[config.mk]
export PLATFORM = sky130hd
export DESIGN_NAME = adc_serial_reader
export DESIGN_NICKNAME = d
export VERILOG_FILES = /design/src/rtl/adc_serial_reader.sv
export SDC_FILE = /design/constraint.sdc
export NUM_CORES = 1
export LEC_CHECK = 0
export CORE_ASPECT_RATIO = 0.7
export CORE_MARGIN = 1
export CORE_UTILIZATION = 55
export CTS_CLUSTER_DIAMETER = 200
export DETAILED_ROUTE_END_ITERATION = 10
export PLACE_DENSITY = 0.76
export SYNTH_ARGS = -nofsm -noshare
export SYNTH_HDL_FRONTEND = slang
export SYNTH_SLANG_ARGS = --single-unit
[constraint.sdc]
create_clock -name clock -period 6.8 [get_ports clock]
set_clock_uncertainty 0.05 [all_clocks]
set_input_delay 1.36 -clock clock [delete_from_list [all_inputs] [get_ports clock]]
set_output_delay 1.36 -clock clock [all_outputs]
set_load 0.01 [all_outputs]
[src/rtl/adc_serial_reader.sv]
// rtl/adc_serial_reader.sv - ADC0831-style serial ADC reader with load/error strobes
// Optional build macro ADC_PEAK_HOLD_EN: replace per-sample loads with a windowed maximum.
module adc_serial_reader #(
   parameter int CLK_DIV    = 2,
   parameter int SAMPLE_GAP = 4,
   parameter int PEAK_CNT   = 4
) (
   input  logic       clock,
   input  logic       reset,
   input  logic       enable,
   input  logic       adc_dout,
   output logic       adc_cs_n,
   output logic       adc_sclk,
   output logic [7:0] data_out,
   output logic       load,
   output logic       error
);

   localparam int DIV_W = (CLK_DIV > 1) ? $clog2(CLK_DIV) : 1;
   localparam int GAP_W = $clog2(SAMPLE_GAP);
   localparam int BIT_W = $clog2(9);

   localparam logic [DIV_W-1:0] DIV_LAST = DIV_W'(CLK_DIV - 1);
   localparam logic [GAP_W-1:0] GAP_LAST = GAP_W'(SAMPLE_GAP - 1);
   localparam logic [GAP_W-1:0] GAP_ONE  = GAP_W'(1);
   localparam logic [BIT_W-1:0] BIT_LAST = BIT_W'(8);

   localparam logic [1:0] ST_IDLE  = 2'd0;
   localparam logic [1:0] ST_SETUP = 2'd1;
   localparam logic [1:0] ST_SHIFT = 2'd2;
   localparam logic [1:0] ST_DONE  = 2'd3;

   if (CLK_DIV < 1 || SAMPLE_GAP < 2 || PEAK_CNT < 1) begin : g_bad_param
      $error("adc_serial_reader: parameter out of range");
   end

   logic [1:0]       state_q, state_d;
   logic [DIV_W-1:0] div_q, div_d;
   logic [GAP_W-1:0] gap_q, gap_d;
   logic [BIT_W-1:0] bit_q, bit_d;
   logic             phase_q, phase_d;   // 1 = sclk high half-period
   logic             null_q, null_d;
   logic [7:0]       shift_q, shift_d;

   logic             cs_n_q, cs_n_d;
   logic             sclk_q, sclk_d;
   logic [7:0]       data_q, data_d;
   logic             load_q, load_d;
   logic             error_q, error_d;
   logic             finish;

`ifdef ADC_PEAK_HOLD_EN
   localparam int WIN_W = (PEAK_CNT > 1) ? $clog2(PEAK_CNT) : 1;
   localparam logic [WIN_W-1:0] WIN_LAST = WIN_W'(PEAK_CNT - 1);
   logic [7:0]       max_q, max_d, peak;
   logic [WIN_W-1:0] win_q, win_d;
`endif

   // Conversion sequencer: gap wait, chip-select setup, 9 sclk periods, strobe cycle
   always_comb begin
      state_d = state_q;
      div_d   = div_q;
      gap_d   = gap_q;
      bit_d   = bit_q;
      phase_d = phase_q;
      null_d  = null_q;
      shift_d = shift_q;
      unique case (state_q)
         ST_IDLE: begin
            if (gap_q != GAP_LAST) begin
               gap_d = gap_q + GAP_ONE;
            end else if (enable) begin
               state_d = ST_SETUP;
               div_d   = '0;
            end
         end
         ST_SETUP: begin
            if (div_q == DIV_LAST) begin
               // First rising sclk edge: sample the null bit
               state_d = ST_SHIFT;
               div_d   = '0;
               phase_d = 1'b1;
               bit_d   = '0;
               null_d  = adc_dout;
            end else begin
               div_d = div_q + DIV_W'(1);
            end
         end
         ST_SHIFT: begin
            if (div_q != DIV_LAST) begin
               div_d = div_q + DIV_W'(1);
            end else begin
               div_d = '0;
               if (phase_q) begin
                  phase_d = 1'b0;
               end else if (bit_q == BIT_LAST) begin
                  state_d = ST_DONE;
               end else begin
                  phase_d = 1'b1;
                  bit_d   = bit_q + BIT_W'(1);
                  shift_d = {shift_q[6:0], adc_dout};
               end
            end
         end
         default: begin
            // Strobe cycle is the first cycle of the inter-conversion gap
            state_d = ST_IDLE;
            gap_d   = GAP_ONE;
            bit_d   = '0;
         end
      endcase
   end

   assign finish = (state_q == ST_SHIFT) && (state_d == ST_DONE);

   // Output next-state: pins follow the next FSM state so they stay registered
   always_comb begin
      cs_n_d  = !((state_d == ST_SETUP) || (state_d == ST_SHIFT));
      sclk_d  = (state_d == ST_SHIFT) && phase_d;
      data_d  = data_q;
      load_d  = 1'b0;
      error_d = 1'b0;
`ifdef ADC_PEAK_HOLD_EN
      max_d   = max_q;
      win_d   = win_q;
      peak    = (shift_q > max_q) ? shift_q : max_q;
`endif
      if (finish) begin
         if (null_q) begin
            error_d = 1'b1;
         end else begin
`ifdef ADC_PEAK_HOLD_EN
            if (win_q == WIN_LAST) begin
               load_d = 1'b1;
               data_d = peak;
               max_d  = 8'h00;
               win_d  = '0;
            end else begin
               max_d = peak;
               win_d = win_q + WIN_W'(1);
            end
`else
            load_d = 1'b1;
            data_d = shift_q;
`endif
         end
      end
   end

   // Sequencer state registers
   always_ff @(posedge clock or negedge reset) begin
      if (!reset) begin
         state_q <= ST_IDLE;
         div_q   <= '0;
         gap_q   <= '0;
         bit_q   <= '0;
         phase_q <= 1'b0;
         null_q  <= 1'b0;
         shift_q <= 8'h00;
      end else begin
         state_q <= state_d;
         div_q   <= div_d;
         gap_q   <= gap_d;
         bit_q   <= bit_d;
         phase_q <= phase_d;
         null_q  <= null_d;
         shift_q <= shift_d;
      end
   end

   // Registered ADC pins and downstream strobes
   always_ff @(posedge clock or negedge reset) begin
      if (!reset) begin
         cs_n_q  <= 1'b1;
         sclk_q  <= 1'b0;
         data_q  <= 8'h00;
         load_q  <= 1'b0;
         error_q <= 1'b0;
      end else begin
         cs_n_q  <= cs_n_d;
         sclk_q  <= sclk_d;
         data_q  <= data_d;
         load_q  <= load_d;
         error_q <= error_d;
      end
   end

`ifdef ADC_PEAK_HOLD_EN
   // Running maximum and window position across valid conversions
   always_ff @(posedge clock or negedge reset) begin
      if (!reset) begin
         max_q <= 8'h00;
         win_q <= '0;
      end else begin
         max_q <= max_d;
         win_q <= win_d;
      end
   end
`endif

   assign adc_cs_n = cs_n_q;
   assign adc_sclk = sclk_q;
   assign data_out = data_q;
   assign load     = load_q;
   assign error    = error_q;

endmodule
---- Word-level counts from Yosys, hierarchy flattened ----
Index checks and enable logic that the tools add are counted.
cells by class
  reductions and logical operators ........ 13
  divide/modulo/power cells ............... 0
  shift operators ......................... 0
  magnitude comparators ................... 0
  add/sub/neg operators ................... 3
  mux-type cells .......................... 27
  bitwise operators ....................... 5
  equality and inequality tests ........... 14
  multipliers ............................. 0
operator list
  cell                                            number
  two-way mux 4 bit                               4
  inequality test 2 bit (second input constant)   8
  two-way mux 2 bit                               7
  one-hot mux 4 bit (3 select lines)              1
  two-way mux 1 bit                               11
  == test 2 bit (second input constant)           3
  one-hot mux 2 bit (3 select lines)              1
  AND reduction 2 bit                             3
  NOT 1 bit                                       5
  AND reduction 5 bit                             1
  adder 4 x 1 -> 4 bit (second input constant)    1
  == test 2 x 1 -> 1 bit (second input constant)  2
  == test 4 bit (second input constant)           1
  one-hot mux 1 bit (2 select lines)              2
  one-hot mux 2 bit (2 select lines)              1
  AND reduction 4 bit                             1
  AND reduction 3 bit                             1
  adder 2 x 1 -> 2 bit (second input constant)    1
  logical AND 1 bit                               2
  zero test 2 bit                                 1
  nonzero test 2 bit                              1
  OR reduction 2 bit                              1
  adder 1 bit (second input constant)             1
  zero test 1 bit                                 1
  logical OR 1 bit                                1
word-level totals
  logic and storage cells ................. 74
  bits in registers ....................... 31
  memories ................................ 0
  latch bits .............................. 0
  input bits .............................. 4
  memory bits (writable) .................. 0
  output and inout bits ................... 12
  memory bits (read-only) ................. 0

---- Depth between registers and ports, before layout ----
  depth in word-level cells ............... 8
  mapped depth ............................ 11
  mapped depth without buffers ............ 10

---- Least setup slack after synthesis ----
OpenSTA, ideal clock, no wires.
  path kind ............................... input to register
  start ................................... input port enable
  end ..................................... register data_q[0], in the netlist data_out[0]
  path buffers ............................ 0
  cell stages on the path ................. 8
  arrival ................................. 2,585 ps
  path slack .............................. 4,100 ps
  library setup time ...................... 65 ps
  data required time ...................... 6,685 ps
  cell sequence ........................... a21boi_0 > o22ai_1 > a21oi_1 > ha_1 > nand3b_1 > clkinv_1 > nand2_1 > nand2_1
between the ends
  longest elaborated chain between the ends .. 6
RTL lines
  item                                line  RTL
  from (decl)                         10    input logic enable,
  two-way mux 2 bit                   72    end else if (enable) begin
  two-way mux 2 bit                   70    if (gap_q != GAP_LAST) begin
  one-hot mux 2 bit (3 select lines)  68    unique case (state_q)
  named net state_d[1]                37    logic [1:0] state_q, state_d;
  == test 2 bit                       114   assign finish = (state_q == ST_SHIFT) && (state_d == ST_DONE);
  logical AND 1 bit                   114
  AND reduction 2 bit (no line)       n/a
  to (signal assigned)                182   data_q <= data_d;
  to (decl)                           47    logic [7:0] data_q, data_d;
The timed path passes the listed nets, and every way through them passes these cells.
A chain may end at the register's enable or synchronous reset.

---- Worst setup path after layout ----
  start ................................... input port enable
  end ..................................... register data_q[4], in the netlist data_out[4]
Same word-level chain as after synthesis.

==> metrics <==
Final Wtd Congestion=0.7966; input/output buffers=15; synthesized net count=143; IO Count=16; unrepaired setup endpoints after global routing=no; Die W=around 63 um; global-route wire length before repair=around 4.2 mm; Tot GR Track Use=0.2108; Placed Area=1627 um^2; wirelength, routed=between 2 and 3 mm; initial core utilization=0.5823; Skew-Pair Late Insertion Delay=between 0.2 and 0.3 ns; Yosys top cell area share=0.5204; first drt pass iteration count=4; number of placed instances with taps included=approximately 180; number of inserted filler cells in the final layout=between 150 and 200; area enclosed by the die boundary=approximately 2800 um^2; yosys warns=0; arrival time of data at the critical path endpoint=~3.3 ns; final worst path period share=0.4609; Max FO, Critical Path=9; number of buffers created by CTS=5; net total in the final layout=about 160; Post-CTS Resized=0; layout cell share with drive strength beyond 1=0.1523; setup total negative slack=0 ns; slew at the pin closest to its max-slew limit=roughly 0.37 ns; Avg Synthesized Cell Area=~11 um^2; power per cell area=around 450 nW/um^2; CP endpoint kind=register; maximum number of pins on one net before global-route repair=32; post-synthesis share of cell area spent on and, or, nand and nor gates=0.1674; post-synthesis instance area=roughly 1400 um^2; share of the synthesized area in compound gates (AO/OA/AOI/OAI)=0.09193; number of flops mapped to enable cells by yosys=0; cell repeated most along the worst path=nand2_1; routed vias=996; max incr delay on CP=between 0.4 and 0.5 ns; upper clock frequency limit=about 0.32 GHz; static leakage=about 0.00084 uW; count of hold-fix buffers inserted at cts=0; antenna violation net count after detailed routing=0; Core Footprint=roughly 2500 um^2; Setup Buffers After CTS=0; leading post-synthesis cells by instance count=dfrtp_1 (30), nand2_1 (28), mux2_2 (11); Clock H-tree levels=2; dominant synthesized flop cell=dfrtp_1; final instance area=1727 um^2; fraction of the mapped netlist area in adder cells=0.08673; Worst IR Drop VDD=between 0.2 and 0.25 mV; clock root buffer=clkbuf_8; via/cell ratio=between 5 and 6; starting DRC count in detailed routing=63; vias in the first global route=just under 1000; number of cells in the finished layout apart from fillers=approximately 190; clock transition at the registers of the reported paths=approximately 0.060 ns; area overhead of the layout relative to synthesis=19.69%; Data required, critical path=6.97 ns; share of the yosys chip area belonging to registers=0.5386; Die H=between 40 and 50 um; post-synthesis share of cell area spent on xor and xnor gates=0; Routed WL per cell=13.51 um; number of pins with negative max-slew slack in the final report=0; final number of setup-violating endpoints=0; Core Rows=15; total power consumption of the routed design=784.6 uW; half-perimeter wire length after placement=1.858 mm; combinational family with the most area after synthesis=simple AND/OR/NAND/NOR gates; post-synthesis instance total=between 100 and 150; number of DRC violations after detailed routing=0; most used standard cell by instance count after synthesis=dfrtp_1; clk buf depth=2; post-synth top area cell=dfrtp_1; TritonCTS clock tree=built; final hold vios=0; diodes inserted=0; flip-flop and latch count after synthesis=31; top cells by area, synth=dfrtp_1 (52%), ha_1 (8.7%), mux2_2 (8.6%); max_cap viols=0; type of the worst setup path=in -> reg; buffers plus inverters on the worst setup path=2; leftover overflow at the end of global routing=0; kind of path behind the tightest hold check=reg -> reg; share of synthesized registers carrying an async set or reset=1.000; Worst path top cell family by delay=buffers and inverters; number of antenna violations at the first check in global routing=0; crit path time final=3.134 ns; slowest stage cell, crit path=clkdlybuf4s50_1; outcome=completed; clk sinks=31; cell chain of the critical path=clkdlybuf4s50_1, a21boi_0, o22ai_1, a21oi_1, ha_1, nand3b_1, clkinv_1, nand2_1, nand2_1; count of different cell masters after synthesis=34; kind of launch point of the worst setup path=input pin; share of synthesized area spent on multiplexers=0.08586; worst slew margin relative to its limit=0.7516
==> layout by cell type, fill, tap and decap left out, types with 2 or more instances in the layout <==
cell and count:
a21boi_0 2, a21o_1 2, a21oi_1 4, a22o_1 3, clkbuf_8 7, clkdlybuf4s50_1 15
dfrtp_1 30, ha_1 10, inv_1 6, mux2_2 11, nand2_1 28, nand2b_1 2
nand3_1 4, nand3b_1 2, o21ai_0 3, o31ai_1 2
==> metrics by stage <==
step | hold slack [ns] | setup WS [ns] | util
5_1_grt | 0.4456 | 3.413 | 0.6970
3_3_place_gp | 0.4099 | 3.439 | 0.6566
2_1_floorplan | 0.3848 | 4.100 | -
6_report | 0.4236 | 3.666 | 0.6970
4_1_cts | 0.4284 | 3.664 | 0.6970
3_5_place_dp | 0.4133 | 3.392 | 0.6566
==> state kept, by name, summed over array words and instances (netlist names), 2 cells and up <==
name / count
bit_q: 4
shift_q: 8
data_out: 8
state_q: 2
gap_q: 2
==> path summary, 6_finish.rpt <==
kind	from	endpoint	slack, ns	cells past startpoint
min in group asynchronous	reset	phase_q$_DFF_PN0_	1.41	2
setup reg to reg	state_q[0]$_DFF_PN0_	data_out[4]$_DFFE_PN0P_	4.23	10
hold reg to reg	data_out[0]$_DFFE_PN0P_	data_out[0]$_DFFE_PN0P_	0.42	2
setup / recovery	enable	data_out[4]$_DFFE_PN0P_	3.67	9
hold / removal	data_out[0]$_DFFE_PN0P_	data_out[0]$_DFFE_PN0P_	0.42	2
max in group asynchronous	reset	adc_cs_n$_DFF_PN1_	4.97	2
==> where the power goes <==
group | leakage, uW | switching (uW) | total (uW) | internal [uW]
registers | 0.000400 | 49.8 | 308 | 258
logic | 0.000384 | 161 | 323 | 162
clock network | 0.0000515 | 61.6 | 154 | 92.1
==> cell type report <==
cell class,instances,area [um^2],area share
timing repair buffer,16,157.7,0.09130
inverter,7,26.28,0.01522
tap,34,42.54,0.02464
clock buffer,8,100.1,0.05797
sequential,31,777.0,0.4500
multi-input combinational,89,623.1,0.3609
==> worst register-to-register path, cell delays in order (launching register included) <==
cell and delay [ns]:
dfrtp_1 0.39, inv_1 0.10, ha_1 0.27, a21o_1 0.24, o21ai_0 0.26, a31oi_1 0.15
ha_1 0.23, nand3b_1 0.26, clkinv_1 0.30, nand2_1 0.13, nand2_1 0.06
==> logic make-up after synthesis <==
logic type	after synthesis
adder cells (fa/ha/maj)	10
AND/OR/NAND/NOR	48
multiplexers	11
buffers and inverters	9
AO/OA/AOI/OAI	20
flip-flops	31
==> layer usage <==
layer  vias to the layer above  wire length [um]  global-route usage
met4                         0                52              0.1182
li1                        483                 -                   -
met2                        33              1178              0.3290
met1                       474              1111              0.2496
met3                         6               158             0.09343
met5                         -                 0                   0
(Power assumes the default switching activity.)
